`config.mk`:
```
export PLATFORM = sky130hd
export DESIGN_NAME = cond_flag_unit
export DESIGN_NICKNAME = d
export VERILOG_FILES = /design/src/rtl/cpu_pkg.sv /design/src/rtl/cond_check.sv /design/src/rtl/sat_counter.sv /design/src/rtl/cond_flag_unit.sv
export SDC_FILE = /design/constraint.sdc
export NUM_CORES = 1
export LEC_CHECK = 0
export BUFFER_PORTS_ARGS = -buffer_cell sky130_fd_sc_hd__buf_2
export CAP_MARGIN = 40
export CORE_AREA = 2 2 63 89
export CTS_CLUSTER_DIAMETER = 80
export DETAILED_ROUTE_END_ITERATION = 10
export DIE_AREA = 0 0 65 91
export GPL_TIMING_DRIVEN = 1
export PLACE_DENSITY = 0.84
export SLEW_MARGIN = 10
export SYNTH_ARGS = -nofsm -noshare
export SYNTH_HDL_FRONTEND = slang
export SYNTH_SLANG_ARGS = --single-unit
```
`constraint.sdc`:
```
create_clock -name clk -period 2.25 [get_ports clk]
set_input_delay 0.1125 -clock clk [delete_from_list [all_inputs] [get_ports clk]]
set_output_delay 0.1125 -clock clk [all_outputs]
set_load 0.05 [all_outputs]
```
`src/rtl/cpu_pkg.sv`:
```
// Shared CPU datapath definitions.
// Provides ARM condition-field encodings, NZCV bit positions within the
// stored flag vector, and bit positions of the decoder's flag_write field.
package cpu_pkg;

  localparam logic [3:0] COND_EQ = 4'b0000;
  localparam logic [3:0] COND_NE = 4'b0001;
  localparam logic [3:0] COND_CS = 4'b0010;
  localparam logic [3:0] COND_CC = 4'b0011;
  localparam logic [3:0] COND_MI = 4'b0100;
  localparam logic [3:0] COND_PL = 4'b0101;
  localparam logic [3:0] COND_VS = 4'b0110;
  localparam logic [3:0] COND_VC = 4'b0111;
  localparam logic [3:0] COND_HI = 4'b1000;
  localparam logic [3:0] COND_LS = 4'b1001;
  localparam logic [3:0] COND_GE = 4'b1010;
  localparam logic [3:0] COND_LT = 4'b1011;
  localparam logic [3:0] COND_GT = 4'b1100;
  localparam logic [3:0] COND_LE = 4'b1101;
  localparam logic [3:0] COND_AL = 4'b1110;
  localparam logic [3:0] COND_NV = 4'b1111;

  // Positions within the stored {N,Z,C,V} vector
  localparam int unsigned FLAG_N = 3;
  localparam int unsigned FLAG_Z = 2;
  localparam int unsigned FLAG_C = 1;
  localparam int unsigned FLAG_V = 0;

  // Positions within flag_write
  localparam int unsigned FW_NZ = 1;
  localparam int unsigned FW_CV = 0;

endpackage

```
`src/rtl/cond_check.sv`:
```
// Combinational ARM condition evaluator.
// Ports:
//   i_cond  - 4-bit condition field
//   i_flags - stored {N,Z,C,V}
//   o_pass  - condition holds (reserved encoding 1111 never passes)
module cond_check
  import cpu_pkg::*;
(
  input  logic [3:0] i_cond,
  input  logic [3:0] i_flags,
  output logic       o_pass
);

  logic w_n;
  logic w_z;
  logic w_c;
  logic w_v;

  assign w_n = i_flags[FLAG_N];
  assign w_z = i_flags[FLAG_Z];
  assign w_c = i_flags[FLAG_C];
  assign w_v = i_flags[FLAG_V];

  always_comb begin
    o_pass = 1'b0;
    unique case (i_cond)
      COND_EQ: o_pass = w_z;
      COND_NE: o_pass = ~w_z;
      COND_CS: o_pass = w_c;
      COND_CC: o_pass = ~w_c;
      COND_MI: o_pass = w_n;
      COND_PL: o_pass = ~w_n;
      COND_VS: o_pass = w_v;
      COND_VC: o_pass = ~w_v;
      COND_HI: o_pass = w_c & ~w_z;
      COND_LS: o_pass = ~w_c | w_z;
      COND_GE: o_pass = (w_n == w_v);
      COND_LT: o_pass = (w_n != w_v);
      COND_GT: o_pass = ~w_z & (w_n == w_v);
      COND_LE: o_pass = w_z | (w_n != w_v);
      COND_AL: o_pass = 1'b1;
      COND_NV: o_pass = 1'b0;
      default: o_pass = 1'b0;
    endcase
  end

endmodule

```
`src/rtl/sat_counter.sv`:
```
// Saturating up-counter with synchronous clear.
// Ports:
//   clk, rst_n - clock, async active-low reset
//   i_clear    - synchronous clear, wins over i_inc
//   i_inc      - increment request, ignored once the counter is all ones
//   o_count    - current count
module sat_counter #(
  parameter int unsigned W = 16
) (
  input  logic         clk,
  input  logic         rst_n,
  input  logic         i_clear,
  input  logic         i_inc,
  output logic [W-1:0] o_count
);

  logic [W-1:0] r_count;

  always_ff @(posedge clk or negedge rst_n) begin
    if (!rst_n) begin
      r_count <= '0;
    end else if (i_clear) begin
      r_count <= '0;
    end else if (i_inc && (r_count != '1)) begin
      r_count <= r_count + 1'b1;
    end
  end

  assign o_count = r_count;

endmodule

```
`src/rtl/cond_flag_unit.sv`:
```
// Architectural NZCV flag holder and condition-execution gate.
// Conditions are evaluated on the stored flags only; the ALU flags of the
// current instruction are written (per NZ / CV group) at the next edge when
// the instruction executes. Decoder strobes are gated by cond_ex.
// Ports:
//   clk, rst_n                    - clock, async active-low reset
//   instr_valid, cond             - instruction present, condition field
//   flag_write                    - [1] update N,Z  [0] update C,V
//   alu_negative/zero/carry/overflow - ALU flag results
//   pcs_in, reg_write_in, mem_write_in - unqualified decoder strobes
//   no_write_in                   - compare-class op, suppress reg_write
//   cnt_clear                     - synchronous clear of both counters
//   pcs, reg_write, mem_write     - qualified strobes
//   cond_ex                       - instruction executes
//   flags                         - stored {N,Z,C,V}
//   exec_count, skip_count        - saturating executed / squashed counts
module cond_flag_unit
  import cpu_pkg::*;
#(
  parameter int unsigned CNT_W = 16
) (
  input  logic             clk,
  input  logic             rst_n,
  input  logic             instr_valid,
  input  logic [3:0]       cond,
  input  logic [1:0]       flag_write,
  input  logic             alu_negative,
  input  logic             alu_zero,
  input  logic             alu_carry,
  input  logic             alu_overflow,
  input  logic             pcs_in,
  input  logic             reg_write_in,
  input  logic             mem_write_in,
  input  logic             no_write_in,
  input  logic             cnt_clear,
  output logic             pcs,
  output logic             reg_write,
  output logic             mem_write,
  output logic             cond_ex,
  output logic [3:0]       flags,
  output logic [CNT_W-1:0] exec_count,
  output logic [CNT_W-1:0] skip_count
);

  logic [3:0] r_flags;
  logic       w_pass;
  logic       w_cond_ex;
  logic       w_skip;

  cond_check u_cond_check (
    .i_cond  (cond),
    .i_flags (r_flags),
    .o_pass  (w_pass)
  );

  assign w_cond_ex = instr_valid & w_pass;
  assign w_skip    = instr_valid & ~w_pass;

  assign cond_ex   = w_cond_ex;
  assign pcs       = pcs_in & w_cond_ex;
  assign mem_write = mem_write_in & w_cond_ex;
  assign reg_write = reg_write_in & w_cond_ex & ~no_write_in;
  assign flags     = r_flags;

  // NZ and CV groups update independently so logical ops leave C,V intact
  always_ff @(posedge clk or negedge rst_n) begin
    if (!rst_n) begin
      r_flags <= '0;
    end else begin
      if (w_cond_ex && flag_write[FW_NZ]) begin
        r_flags[FLAG_N] <= alu_negative;
        r_flags[FLAG_Z] <= alu_zero;
      end
      if (w_cond_ex && flag_write[FW_CV]) begin
        r_flags[FLAG_C] <= alu_carry;
        r_flags[FLAG_V] <= alu_overflow;
      end
    end
  end

  sat_counter #(.W(CNT_W)) u_exec_cnt (
    .clk     (clk),
    .rst_n   (rst_n),
    .i_clear (cnt_clear),
    .i_inc   (w_cond_ex),
    .o_count (exec_count)
  );

  sat_counter #(.W(CNT_W)) u_skip_cnt (
    .clk     (clk),
    .rst_n   (rst_n),
    .i_clear (cnt_clear),
    .i_inc   (w_skip),
    .o_count (skip_count)
  );

endmodule

```
==> impl_metrics.json <==
{
  "status": "finished, violations left",
  "violations": "setup timing",
  "synth_edf_count": 0,
  "slowest_delay_ns": 0.45,
  "die_w_um": 65,
  "grt_antenna_before_repair": 0,
  "rsz0062_at_grt": "true",
  "rows": 31,
  "stdcell_count": 409,
  "postRouteWirelength_um": 6460,
  "dieArea_mm2": 0.00592,
  "gp_congestion": 0.816,
  "dp_cells": 393,
  "drtAntennaViolNets": 0,
  "worstSetupStartpoint": "flags[3]$_DFFE_PN0P_",
  "power_density_mw_per_mm2": 651,
  "area_delta_synth_final_pct": 45.9,
  "setup_viol": 13,
  "syn-instance-count": 267,
  "drive_gt1_share_pct": 51.9,
  "synth_common_cells": "dfrtp_1 (36), nor2_1 (36), mux2_2 (25)",
  "async_reset_ff_share_pct": 100,
  "hold_viol": 0,
  "drtIter0Drc": 128,
  "maxSlewViolCount": 0,
  "fmax_mhz": 433,
  "r2r_setup_slack_ns": -0.06,
  "regArea_um2": 926,
  "grt_use_total_pct": 22.5,
  "clk_pin_slew_ns": 0.07,
  "arrival_ns": 2.20,
  "cp_cell_sequence": "xor2_2, buf_4, nor3b_1, o31ai_2, and2_4, buf_6, nor4b_4, buf_6",
  "gr-total-overflow": 0,
  "yosys.area_share.simple_pct": 35.3,
  "synth_area_mm2": 0.00241,
  "grt_max_degree": 54,
  "synth_cell_type_count": 39,
  "period_minus_slack_ns": 2.31,
  "multi_input_area_mm2": 0.00183,
  "routed_via_density": 5.77,
  "final_nets": 362,
  "portBuffers": 57,
  "cts.sinks": 36,
  "synth_seq_area_share_pct": 37.3,
  "setup_slack_ns": -0.0593,
  "wire_per_inst_um": 15.8,
  "fillers": 369,
  "crit_slowest_cell": "dfrtp_2",
  "r2r_end": "u_skip_cnt.o_count[2]$_DFFE_PN0P_",
  "synth-xor-area-share_pct": 1.04,
  "start_util_pct": 47.5,
  "min_path_type": "input pin to flip-flop",
  "cap_viol_max_count": 0,
  "clk_path_buf_depth": 2,
  "crit_fanout": 4,
  "min_to": "flags[2]$_DFFE_PN0P_",
  "grt_pass1_vias": 2311,
  "yosysTopAreaCell": "dfrtp_1",
  "synth_top_area_share_pct": 37.3,
  "num_antenna_cells": 0,
  "tritoncts": "built",
  "synth.area.top_cells": "dfrtp_1 (37%), mux2_2 (12%), nor2b_1 (6.0%), nor2_1 (5.6%), nor4b_1 (2.9%)",
  "synth_compound_area_share_pct": 7.67,
  "p_leak_nw": 1.48,
  "postSynthAreaPerCell_um2": 9.04,
  "relSlewSlack_pct": 38.4,
  "synth_mux_area_share_pct": 13.7,
  "hold_path_depth": 3,
  "ir_worst_vdd_v": 0.000477,
  "synth_top_family_by_area": "simple AND/OR/NAND/NOR gates",
  "syn-num-nets": 287,
  "critPathLaunchType": "flip-flop",
  "worstPathRequired_ns": 2.14,
  "drc": 0,
  "h-tree-depth": 2,
  "pre_cts_ws_ns": -0.0659,
  "max_slew.worst_pin.slew_ns": 0.924,
  "num_vias": 2358,
  "pin_count": 58,
  "core-area_mm2": 0.00508,
  "timing.final.crit_share_pct": 103,
  "cts_buffers": 5,
  "clk_latency_ns": 0.29,
  "reg2reg_from": "flags[3]$_DFFE_PN0P_",
  "synthAdderAreaFrac_pct": 1.04,
  "grt_pass1_wl_um": 10500,
  "r2r_cells": 9,
  "ys.flop_type": "dfrtp_1",
  "die_y_um": 91,
  "min_from": "alu_zero",
  "hold_ws_ns": 0.0584,
  "fin_util_pct": 69.3,
  "ys_ff_latch": 36,
  "crit_top_cell": "buf_6",
  "dr.pass1.iters": 4,
  "fin_total_pwr_mw": 2.29,
  "critical_path_class": "flip-flop to output port",
  "dp_hpwl_um": 4270,
  "skew_ns": 0.00692,
  "ys_warn_count": 0,
  "end_kind": "output port",
  "clock-root-buffer": "clkbuf_8"
}
==> worst max-delay path, delay by kind of cell (launching register included) <==
family | cells | cell delay [ns]
AND/OR/NAND/NOR | 3 | 0.68
XOR/XNOR | 1 | 0.20
flip-flops | 1 | 0.45
AO/OA/AOI/OAI | 1 | 0.10
buffers and inverters | 3 | 0.47
==> kinds of logic (layout without fill, tap and decap cells) <==
logic type / count (synthesis) / after routing
muxes: 30 / 30
xor gates and xnor gates: 2 / 2
adders and majority gates: 2 / 2
buffers and inverters: 20 / 96
and+or+nand+nor: 149 / 149
AOI/OAI and AO/OA: 28 / 28
DFF: 36 / 36
==> cell type report <==
cell class,count,share of cell area [%]
Multi-Input combinational cell,211,51.9
Timing Repair Buffer,84,16.5
Inverter,4,0.426
Tap cell,66,2.34
Sequential cell,36,26.3
Clock buffer,8,2.56
==> metal layers <==
metal	GRT usage, %	wire (um)	up-vias
met5	0	0	-
li1	-	-	1124
met3	3.97	227	12
met1	27.0	2680	1167
met2	38.7	3400	55
met4	9.40	147	0
==> registers in the layout, summed over array words and instances, names as in the netlist <==
name and count:
u_exec_cnt.o_count 16, u_skip_cnt.o_count 16, flags 4
==> how the worst max path moves through the flow <==
stage	slack [ns]	endpoint
2_1_floorplan	-0.17	reg_write
3_3_place_gp	0.006	u_skip_cnt.o_count[4]$_DFFE_PN0P_
3_5_place_dp	-0.07	u_skip_cnt.o_count[4]$_DFFE_PN0P_
4_1_cts	-0.05	reg_write
5_1_grt	-0.12	u_skip_cnt.o_count[2]$_DFFE_PN0P_
6_report	-0.06	reg_write
==> per-stage QoR <==
stage               area, um2  setup TNS [ns]
floorplan                2680           -1.51
global placement         3130               0
detailed placement       3130          -0.313
CTS                      3400          -0.121
global route             3520           -1.64
finish                   3520          -0.347
==> power breakdown <==
group	internal, mW	leakage, nW	switching [mW]
registers	0.704	0.462	0.0799
clock network	0.250	0.0455	0.232
logic	0.418	0.972	0.609
==> cells in the final DEF, fill, tap and decap left out, drive strengths merged, types with 9 or more instances in the layout <==
master and n:
nor2b 23, nand2 15, clkbuf 9, buf 82, dfrtp 36, mux2 25, a21oi 13, nand3 10
nor4 9, nor2 36
==> timing repair <==
item,4_1_cts,5_1_grt
hold endpoints to repair,36,0
pin swaps,5,7
hold buffers,1,0
setup buffers,3,4
gates resized for setup,28,22
endpoints found under the setup margin,24,23
Note: power is estimated with default switching activity, not from simulation.
